<file path="config.mk">
export PLATFORM = sky130hd
export DESIGN_NAME = mem_arbiter
export DESIGN_NICKNAME = d
export VERILOG_FILES = /design/src/rtl/mem_arbiter_pkg.sv /design/src/rtl/mem_arbiter_rr_picker.sv /design/src/rtl/mem_arbiter.sv
export SDC_FILE = /design/constraint.sdc
export NUM_CORES = 1
export LEC_CHECK = 0
export ABC_AREA = 1
export BUFFER_PORTS_ARGS = -buffer_cell sky130_fd_sc_hd__buf_4
export CORE_AREA = 2 2 247 249
export CTS_BUF_LIST = sky130_fd_sc_hd__clkbuf_4 sky130_fd_sc_hd__clkbuf_8
export DETAILED_ROUTE_END_ITERATION = 8
export DIE_AREA = 0 0 249 251
export GPL_TIMING_DRIVEN = 1
export HOLD_SLACK_MARGIN = 0.02
export PLACE_DENSITY = 0.3
export SLEW_MARGIN = 10
export SYNTH_ARGS = -nofsm -noshare
export SYNTH_HDL_FRONTEND = slang
export SYNTH_SLANG_ARGS = --single-unit
</file>
<file path="constraint.sdc">
create_clock -name clk -period 4.9 [get_ports clk]
set_input_delay 0.735 -clock clk [delete_from_list [all_inputs] [get_ports clk]]
set_output_delay 0.735 -clock clk [all_outputs]
set_load 0.05 [all_outputs]
</file>
<file path="src/rtl/mem_arbiter_pkg.sv">
// mem_arbiter_pkg: arbiter state encoding and mode codes shared by the arbiter files
package mem_arbiter_pkg;
   typedef enum logic {ARB_IDLE = 1'b0, ARB_OWN = 1'b1} arb_state_e;
   localparam logic ARB_MODE_STATIC = 1'b0;
   localparam logic ARB_MODE_RR     = 1'b1;
endpackage

</file>
<file path="src/rtl/mem_arbiter_rr_picker.sv">
// mem_arbiter_rr_picker: rotate-priority encoder, lowest requesting index at or after ptr with wrap
module mem_arbiter_rr_picker #(
   parameter int N  = 4,
   parameter int SW = $clog2(N)
) (
   input  logic [N-1:0]  req,
   input  logic [SW-1:0] ptr,
   output logic [SW-1:0] idx,
   output logic          found
);
   always_comb begin
      idx   = '0;
      found = 1'b0;
      for (int k = N - 1; k >= 0; k--)
         if (req[(int'(ptr) + k) % N]) begin
            idx   = SW'((int'(ptr) + k) % N);
            found = 1'b1;
         end
   end
endmodule

</file>
<file path="src/rtl/mem_arbiter.sv">
// mem_arbiter: shared-memory arbiter (static select or round-robin with burst limit); GENIE_ARB_PERF_EN adds per-engine transaction counters
module mem_arbiter
   import mem_arbiter_pkg::*;
#(
   parameter int N_ENG = 4,
   parameter int AW    = 26,
   parameter int DW    = 32,
   parameter int SW    = $clog2(N_ENG),
   parameter int BURST = 16
) (
   input  logic                clk,
   input  logic                rst_n,
   input  logic                mode,
   input  logic [SW-1:0]       sel,
   input  logic [N_ENG-1:0]    e_wvalid,
   output logic [N_ENG-1:0]    e_wready,
   input  logic [N_ENG*AW-1:0] e_waddr,
   input  logic [N_ENG*DW-1:0] e_wdata,
   input  logic [N_ENG-1:0]    e_rvalid,
   output logic [N_ENG-1:0]    e_rready,
   input  logic [N_ENG*AW-1:0] e_raddr,
   output logic [N_ENG*DW-1:0] e_rdata,
   output logic                wvalid,
   output logic [AW-1:0]       waddr,
   output logic [DW-1:0]       wdata,
   input  logic                wready,
   output logic                rvalid,
   output logic [AW-1:0]       raddr,
   input  logic                rready,
   input  logic [DW-1:0]       rdata,
   output logic                busy,
   output logic [SW-1:0]       grant_id,
   input  logic [SW-1:0]       perf_sel,
   output logic [31:0]         perf_cnt
);
   localparam int BW = $clog2(BURST + 1);
   arb_state_e state, state_nxt;
   logic [SW-1:0] owner, owner_nxt, rr_ptr, rr_ptr_nxt, rr_idx, cand;
   logic [BW-1:0] burst_cnt, burst_nxt, burst_inc;
   logic [N_ENG-1:0] req;
   logic mode_q, mode_nxt, rr_found, cand_ok, in_flight, others, release_now;
   logic [AW-1:0] wa [N_ENG];
   logic [AW-1:0] ra [N_ENG];
   logic [DW-1:0] wd [N_ENG];

   assign req = e_rvalid | e_wvalid;

   mem_arbiter_rr_picker #(.N(N_ENG), .SW(SW)) u_picker (
      .req   (req),
      .ptr   (rr_ptr),
      .idx   (rr_idx),
      .found (rr_found)
   );

   for (genvar i = 0; i < N_ENG; i++) begin : g_slot
      assign wa[i] = e_waddr[i*AW +: AW];
      assign ra[i] = e_raddr[i*AW +: AW];
      assign wd[i] = e_wdata[i*DW +: DW];
      assign e_wready[i] = busy && owner == SW'(i) && wready;
      assign e_rready[i] = busy && owner == SW'(i) && rready;
      assign e_rdata[i*DW +: DW] = (busy && owner == SW'(i)) ? rdata : '0;
   end

   assign busy     = state == ARB_OWN;
   assign grant_id = owner;
   assign wvalid   = busy && e_wvalid[owner];
   assign rvalid   = busy && e_rvalid[owner];
   assign waddr    = busy ? wa[owner] : '0;
   assign wdata    = busy ? wd[owner] : '0;
   assign raddr    = busy ? ra[owner] : '0;

   assign cand      = mode ? rr_idx : sel;
   assign cand_ok   = mode ? rr_found : req[sel];
   assign in_flight = (wvalid && !wready) || (rvalid && !rready);
   assign others    = |(req & ~({{(N_ENG-1){1'b0}}, 1'b1} << owner));
   assign burst_inc = (busy && (wready || rready) && burst_cnt != BW'(BURST)) ? burst_cnt + 1'b1 : burst_cnt;
   // the completion landing this cycle counts toward the limit, so a grant ends right after its BURST-th completion
   assign release_now = busy && !in_flight && (!req[owner]
                        || (mode_q == ARB_MODE_STATIC && sel != owner)
                        || (mode_q == ARB_MODE_RR && burst_inc == BW'(BURST) && others));

   always_comb begin
      state_nxt  = state;
      owner_nxt  = owner;
      rr_ptr_nxt = rr_ptr;
      mode_nxt   = mode_q;
      burst_nxt  = burst_inc;
      if (state == ARB_IDLE && cand_ok) begin
         state_nxt = ARB_OWN;
         owner_nxt = cand;
         mode_nxt  = mode;
         burst_nxt = '0;
      end else if (release_now) begin
         state_nxt  = ARB_IDLE;
         owner_nxt  = '0;
         rr_ptr_nxt = (owner == SW'(N_ENG - 1)) ? '0 : owner + 1'b1;
         burst_nxt  = '0;
      end
   end

   always_ff @(posedge clk or negedge rst_n)
      if (!rst_n) begin
         state     <= ARB_IDLE;
         owner     <= '0;
         rr_ptr    <= '0;
         mode_q    <= ARB_MODE_STATIC;
         burst_cnt <= '0;
      end else begin
         state     <= state_nxt;
         owner     <= owner_nxt;
         rr_ptr    <= rr_ptr_nxt;
         mode_q    <= mode_nxt;
         burst_cnt <= burst_nxt;
      end

`ifdef GENIE_ARB_PERF_EN
   logic [31:0] perf [N_ENG];
   logic [32:0] perf_sum [N_ENG];

   always_comb
      for (int i = 0; i < N_ENG; i++)
         perf_sum[i] = {1'b0, perf[i]} + 33'(e_wready[i]) + 33'(e_rready[i]);

   always_ff @(posedge clk or negedge rst_n)
      if (!rst_n)
         for (int i = 0; i < N_ENG; i++) perf[i] <= '0;
      else
         for (int i = 0; i < N_ENG; i++) perf[i] <= perf_sum[i][32] ? '1 : perf_sum[i][31:0];

   assign perf_cnt = perf[perf_sel];
`else
   logic unused_perf_sel;
   assign unused_perf_sel = ^perf_sel;
   assign perf_cnt = '0;
`endif
endmodule

</file>
==> impl_metrics.env, run 1 <==
export IMPL_status="finished, final reports clean"
export IMPL_postCtsHoldBufs=0
export IMPL_grt_max_degree=81
export IMPL_p_leak_nw=5.256
export IMPL_fmax_mhz=293.2
export IMPL_min_period_ns=3.411
export IMPL_drive_above_1_share_pct=40.22
export IMPL_htreeDepth=1
export IMPL_synth_top_cell_by_area="nor2_1"
export IMPL_vias=8605
export IMPL_finalMaxSlewViolations=0
export IMPL_p_total_mw=6.642
export IMPL_crit_fanout=52
export IMPL_slowest_stage="dfrtp_4"
export IMPL_synth_area_per_cell_um2=4.595
export IMPL_cts_tree="built"
export IMPL_clock_skew_ns=0.005527
export IMPL_drc=0
export IMPL_post_cts_buffers=0
export IMPL_place_gp_congestion=0.7975
export IMPL_critPathLaunchType="register"
export IMPL_tns_ns=0
export IMPL_wl_met2_mm=20.55
export IMPL_critPathRequiredTime_ns=4.16
export IMPL_routedLengthMet1_mm=15.24
export IMPL_synthCells=1062
export IMPL_crit_arrival_ns=2.68
export IMPL_first_pass_iters=4
export IMPL_end_kind="output pin"
export IMPL_reg2reg_slack_ns=2.31
export IMPL_rows=90
export IMPL_p_per_area_nw_per_um2=655.8
export IMPL_layout_common_cells="buf_4, nor2_1, o21ai_0"
export IMPL_grt_usage_pct=11.64
export IMPL_ys_types=31
export IMPL_cts_inserted_buffers=3
export IMPL_ctsResizeCount=0
export IMPL_synthTopCellsByArea="nor2_1, o21ai_0, a21oi_1, dfrtp_1, nand2_1"
export IMPL_vdd_drop_max_uv=191.3
export IMPL_avgRoutedWirePerCell_um=16.47
export IMPL_finalCritPeriodShare_pct=69.60
export IMPL_hpwl_mm=32.06
export IMPL_grt_overflow=0
export IMPL_grt_pass1_vias=8577
export IMPL_crit_type="register to output pin"
export IMPL_top_layer="met5"
export IMPL_cts_sink_count=11
export IMPL_vias_per_cell=3.603
export IMPL_cpMostUsedCell="buf_4"
export IMPL_grt_pass1_wl_mm=55.61
export IMPL_synth_ff_latch_count=11
export IMPL_dieWidth_um=249
export IMPL_relSlewSlack_pct=45.23
export IMPL_rsz0062_at_grt="false"
export IMPL_syn2layout_area_growth_pct=107.6
export IMPL_wirelength_mm=39.33
export IMPL_maxCapViolCount=0
export IMPL_fin_nets=1998
export IMPL_drt_initial_drc_count=469
export IMPL_core_um2=59790
export IMPL_layout_commonest_cell="buf_4"
export IMPL_hold_path_class="input pin to async pin"
export IMPL_seq_area_frac_synth_pct=5.641
export IMPL_ctsLongestPathBuffers=2
export IMPL_path_cells="clkinv_2, buf_4, ha_1, nand2_1, buf_4, nor2_1, buf_4"
export IMPL_start_util_pct=8.161
export IMPL_die_area_um2=62500
export IMPL_synth_top_area_share_pct=38.54
export IMPL_fillers=7105
export IMPL_ios=642
export IMPL_cts_root_buffer="clkbuf_8"
export IMPL_clk_pin_slew_worst_paths_ns=0.05
export IMPL_grt_antenna_before_repair=6
export IMPL_ys_warnings_count=0
export IMPL_io_buffer_count=607
export IMPL_syn_area_um2=4880
export IMPL_finalHoldViolations=0
export IMPL_detail_route_antenna_nets=0
export IMPL_antenna_cells=0
export IMPL_setup_viol=0
export IMPL_die_h_um=251
export IMPL_clk_latency_ns=0.24
export IMPL_slowest_delay_ns=0.71
export IMPL_worstMarginPinSlew_ns=0.8216
export IMPL_wl_met3_mm=3.242
-- critical path, delay by kind of cell (launching register included) --
kind,cells,cell delay [ns]
fa+ha+maj,1,0.29
flops,1,0.71
simple gates,2,0.21
buf+inv,4,1.16
-- cell usage after synthesis, drive strengths merged --
| library cell | n |
|---|---|
| xor2 | 1 |
| buf | 74 |
| nor2 | 508 |
| or2 | 2 |
| conb | 1 |
| inv | 59 |
| nor3 | 1 |
| o21ai | 180 |
| nand2 | 70 |
| nand4 | 1 |
| a21boi | 1 |
| ha | 6 |
| nand3 | 16 |
| and2 | 1 |
| dfrtp | 11 |
| a21oi | 91 |
| clkbuf | 38 |
| a41oi | 1 |
-- where the power goes --
part	leakage (nW)	total, mW	switching (mW)	internal, mW
combinational	5.09	6.27	4.55	1.72
sequential	0.138	0.275	0.146	0.129
clock	0.0262	0.0973	0.0346	0.0627
total	5.26	6.64	4.73	1.91
-- state kept, by name, indices dropped and copies added (netlist names) --
name       count
burst_cnt      5
grant_id       2
rr_ptr         2
busy           1
mode_q         1
-- path summary, 6_finish.rpt --
path,cells after the start,from,end
min in group clk,2,mode_q$_DFFE_PN0N_,mode_q$_DFFE_PN0N_
max reg2reg,13,grant_id[1]$_DFFE_PN0P_,burst_cnt[2]$_DFF_PN0_
min reg2reg,2,mode_q$_DFFE_PN0N_,mode_q$_DFFE_PN0N_
max,7,grant_id[1]$_DFFE_PN0P_,e_rdata[53]
min,1,rst_n,grant_id[0]$_DFFE_PN0P_
max in group asynchronous,1,rst_n,grant_id[1]$_DFFE_PN0P_
-- layer usage --
layer / global-route usage (%) / up-vias
li1: - / 4380
met1: 12.82 / 3789
met2: 22.59 / 410
met3: 3.396 / 20
met4: 1.056 / 6
met5: 0 / -
-- metrics by stage --
step | setup WS (ns) | hold slack (ns) | cells | instance area, um^2 | util [%]
after floorplan | 1.636 | 0.4394 | 1093 | 4996 | -
after global routing | 1.254 | 0.3230 | 2388 | 10130 | 16.94
after global placement | 1.672 | 0.5333 | 2384 | 10080 | 16.86
after detailed placement | 1.651 | 0.5362 | 2384 | 10080 | 16.86
after CTS | 1.381 | 0.3246 | 2388 | 10130 | 16.94
final | 1.489 | 0.3222 | 2388 | 10130 | 16.94
-- final cells by class --
class,instances,area [um^2],share of cell area (%)
flip-flops and latches,11,282.8,2.792
inverters,59,227.7,2.248
well taps,782,978.4,9.660
repair buffers,621,4674,46.15
clock buffers,4,48.80,0.4818
multi-input cells,911,3916,38.67
-- cells by family (layout without fill, tap and decap cells) --
logic type                 count (synthesis)  count (layout)  synth area share, %
buffers and inverters                    171             684                16.49
and+or+nand+nor                          599             599                47.87
other                                      1              32              0.07685
DFF                                       11              11                5.641
AOI/OAI and AO/OA                        273             273                28.21
xor gates and xnor gates                   1               1               0.1795
adders and majority gates                  6               6                1.538
Power figures use the tool's default switching activity.
==> inputs of run 2 (changes only) <==
--- a/config.mk
+++ b/config.mk
@@ -7,10 +7,10 @@
 export LEC_CHECK = 0
 export ABC_AREA = 1
 export BUFFER_PORTS_ARGS = -buffer_cell sky130_fd_sc_hd__buf_4
-export CORE_AREA = 2 2 247 249
+export CORE_AREA = 2 2 251 253
 export CTS_BUF_LIST = sky130_fd_sc_hd__clkbuf_4 sky130_fd_sc_hd__clkbuf_8
 export DETAILED_ROUTE_END_ITERATION = 8
-export DIE_AREA = 0 0 249 251
+export DIE_AREA = 0 0 253 255
 export GPL_TIMING_DRIVEN = 1
 export HOLD_SLACK_MARGIN = 0.02
 export PLACE_DENSITY = 0.3
==> constraint.sdc (replaced) <==
create_clock -name clk -period 3.46 [get_ports clk]
set_input_delay 0.519 -clock clk [delete_from_list [all_inputs] [get_ports clk]]
set_output_delay 0.519 -clock clk [all_outputs]
set_load 0.05 [all_outputs]
==> impl_metrics.env, run 2 (synthesis results as in run 1) <==
export IMPL_path_cells="clkinv_2, buf_4, nor2_1, o21ai_0, a21oi_1, buf_4"
export IMPL_crit_arrival_ns=2.41
export IMPL_layout_commonest_cell="buf_4"
export IMPL_placed_cell_area_um2=10230
export IMPL_htreeDepth=1
export IMPL_vias=8670
export IMPL_finalMaxSlewViolations=0
export IMPL_min_period_ns=2.927
export IMPL_drt_initial_drc_count=423
export IMPL_worstMarginPinSlew_ns=0.6685
export IMPL_clock_skew_ns=0.001213
export IMPL_ctsResizeCount=0
export IMPL_setup_worst_path_start="grant_id[1]$_DFFE_PN0P_"
export IMPL_slowest_delay_ns=0.43
export IMPL_layout_common_cells="buf_4, nor2_1, o21ai_0"
export IMPL_p_total_mw=9.704
export IMPL_wirelength_mm=40.21
export IMPL_vias_per_cell=3.589
export IMPL_grt_usage_pct=11.21
export IMPL_rows=92
export IMPL_grt_antenna_before_repair=3
export IMPL_largest_reg_flops=5
export IMPL_cts_inserted_buffers=3
export IMPL_drive_above_1_share_pct=40.63
export IMPL_maxCapViolCount=0
export IMPL_antenna_cells=0
export IMPL_status="finished, final reports clean"
export IMPL_cpLargestDelayFamily="buffers and inverters"
export IMPL_place_gp_congestion=0.7335
export IMPL_die_area_um2=64520
export IMPL_crit_fanout=13
export IMPL_grt_max_degree=88
export IMPL_final_cell_area_um2=10280
export IMPL_end_kind="output pin"
export IMPL_critPathRequiredTime_ns=2.94
export IMPL_grt_overflow=0
export IMPL_setup_viol=0
export IMPL_detail_route_antenna_nets=0
export IMPL_crit_type="register to output pin"
export IMPL_finalCritPeriodShare_pct=84.60
export IMPL_die_h_um=255
export IMPL_hpwl_mm=33.29
export IMPL_drc=0
export IMPL_ios=642
export IMPL_io_buffer_count=607
export IMPL_rsz0062_at_grt="false"
export IMPL_grt_pass1_vias=8342
export IMPL_fmax_mhz=341.6
export IMPL_ctsLongestPathBuffers=2
export IMPL_start_util_pct=7.850
export IMPL_tns_ns=0
export IMPL_cts_root_buffer="clkbuf_8"
export IMPL_cpMostUsedCell="buf_4"
export IMPL_fin_nets=2009
export IMPL_r2r_start="grant_id[1]$_DFFE_PN0P_"
export IMPL_finalHoldViolations=0
export IMPL_clk_pin_slew_worst_paths_ns=0.05
export IMPL_avgRoutedWirePerCell_um=16.64
export IMPL_core_um2=62160
export IMPL_syn2layout_area_growth_pct=110.7
export IMPL_worst_path_buf_inv=3
export IMPL_top_register="burst_cnt"
export IMPL_p_per_area_nw_per_um2=943.7
export IMPL_postCtsHoldBufs=0
export IMPL_grt_pass1_wl_mm=54.83
export IMPL_critPathLaunchType="register"
export IMPL_cts_tree="built"
export IMPL_p_leak_nw=5.326
export IMPL_clk_latency_ns=0.24
export IMPL_vdd_drop_max_uv=427.6
export IMPL_first_pass_iters=4
export IMPL_cts_sink_count=11
export IMPL_relSlewSlack_pct=55.43
export IMPL_slowest_stage="a21oi_1"
export IMPL_dieWidth_um=253
export IMPL_hold_path_class="input pin to async pin"
export IMPL_post_cts_buffers=0
==> run 2: changes by cell type in the layout (fill, tap and decap cells not counted) <==
cell	change
buf_4	+7
buf_12	+4
==> run 2: power breakdown <==
part | switching (mW) | total, mW | internal (mW) | leakage (nW)
clock network | 0.0529 | 0.142 | 0.0891 | 0.0262
registers | 0.111 | 0.295 | 0.184 | 0.138
logic | 6.72 | 9.27 | 2.55 | 5.16
total | 6.88 | 9.70 | 2.82 | 5.33
==> run 2: metal layers <==
layer,vias to the layer above,wire (um),track usage [%]
li1,4396,-,-
met1,3857,16470,13.54
met2,405,20290,20.93
met3,10,3351,2.787
met4,2,87,0.4057
met5,-,10,0
==> run 2: final timing paths <==
kind / endpoint / slack (ns) / depth (start not counted)
setup / recovery: waddr[10] / 0.53 / 6
hold / removal: grant_id[0]$_DFFE_PN0P_ / 0.11 / 1
setup reg to reg: burst_cnt[4]$_DFF_PN0_ / 1.20 / 13
hold reg to reg: mode_q$_DFFE_PN0N_ / 0.54 / 2
max in group asynchronous: grant_id[1]$_DFFE_PN0P_ / 3.17 / 1
min in group clk: mode_q$_DFFE_PN0N_ / 0.54 / 2
==> run 2: per-stage QoR <==
| step | std cells | hold WS [ns] | util, % | setup WS (ns) |
|---|---|---|---|---|
| after CTS | 2416 | 0.1120 | 16.54 | 0.4905 |
| after global placement | 2412 | 0.3681 | 16.46 | 0.7468 |
| final | 2416 | 0.1108 | 16.54 | 0.5329 |
| after floorplan | 1093 | 0.2234 | - | 0.4118 |
| after detailed placement | 2412 | 0.3704 | 16.46 | 0.7537 |
| after global routing | 2416 | 0.1089 | 16.54 | 0.3623 |
==> run 2: cell type report <==
type,instances,area (um^2)
Timing Repair Buffer,632,4807
Sequential cell,11,282.8
Clock buffer,4,48.80
Multi-Input combinational cell,911,3916
Fill cell,7335,51880
Tap cell,799,999.7
Inverter,59,227.7
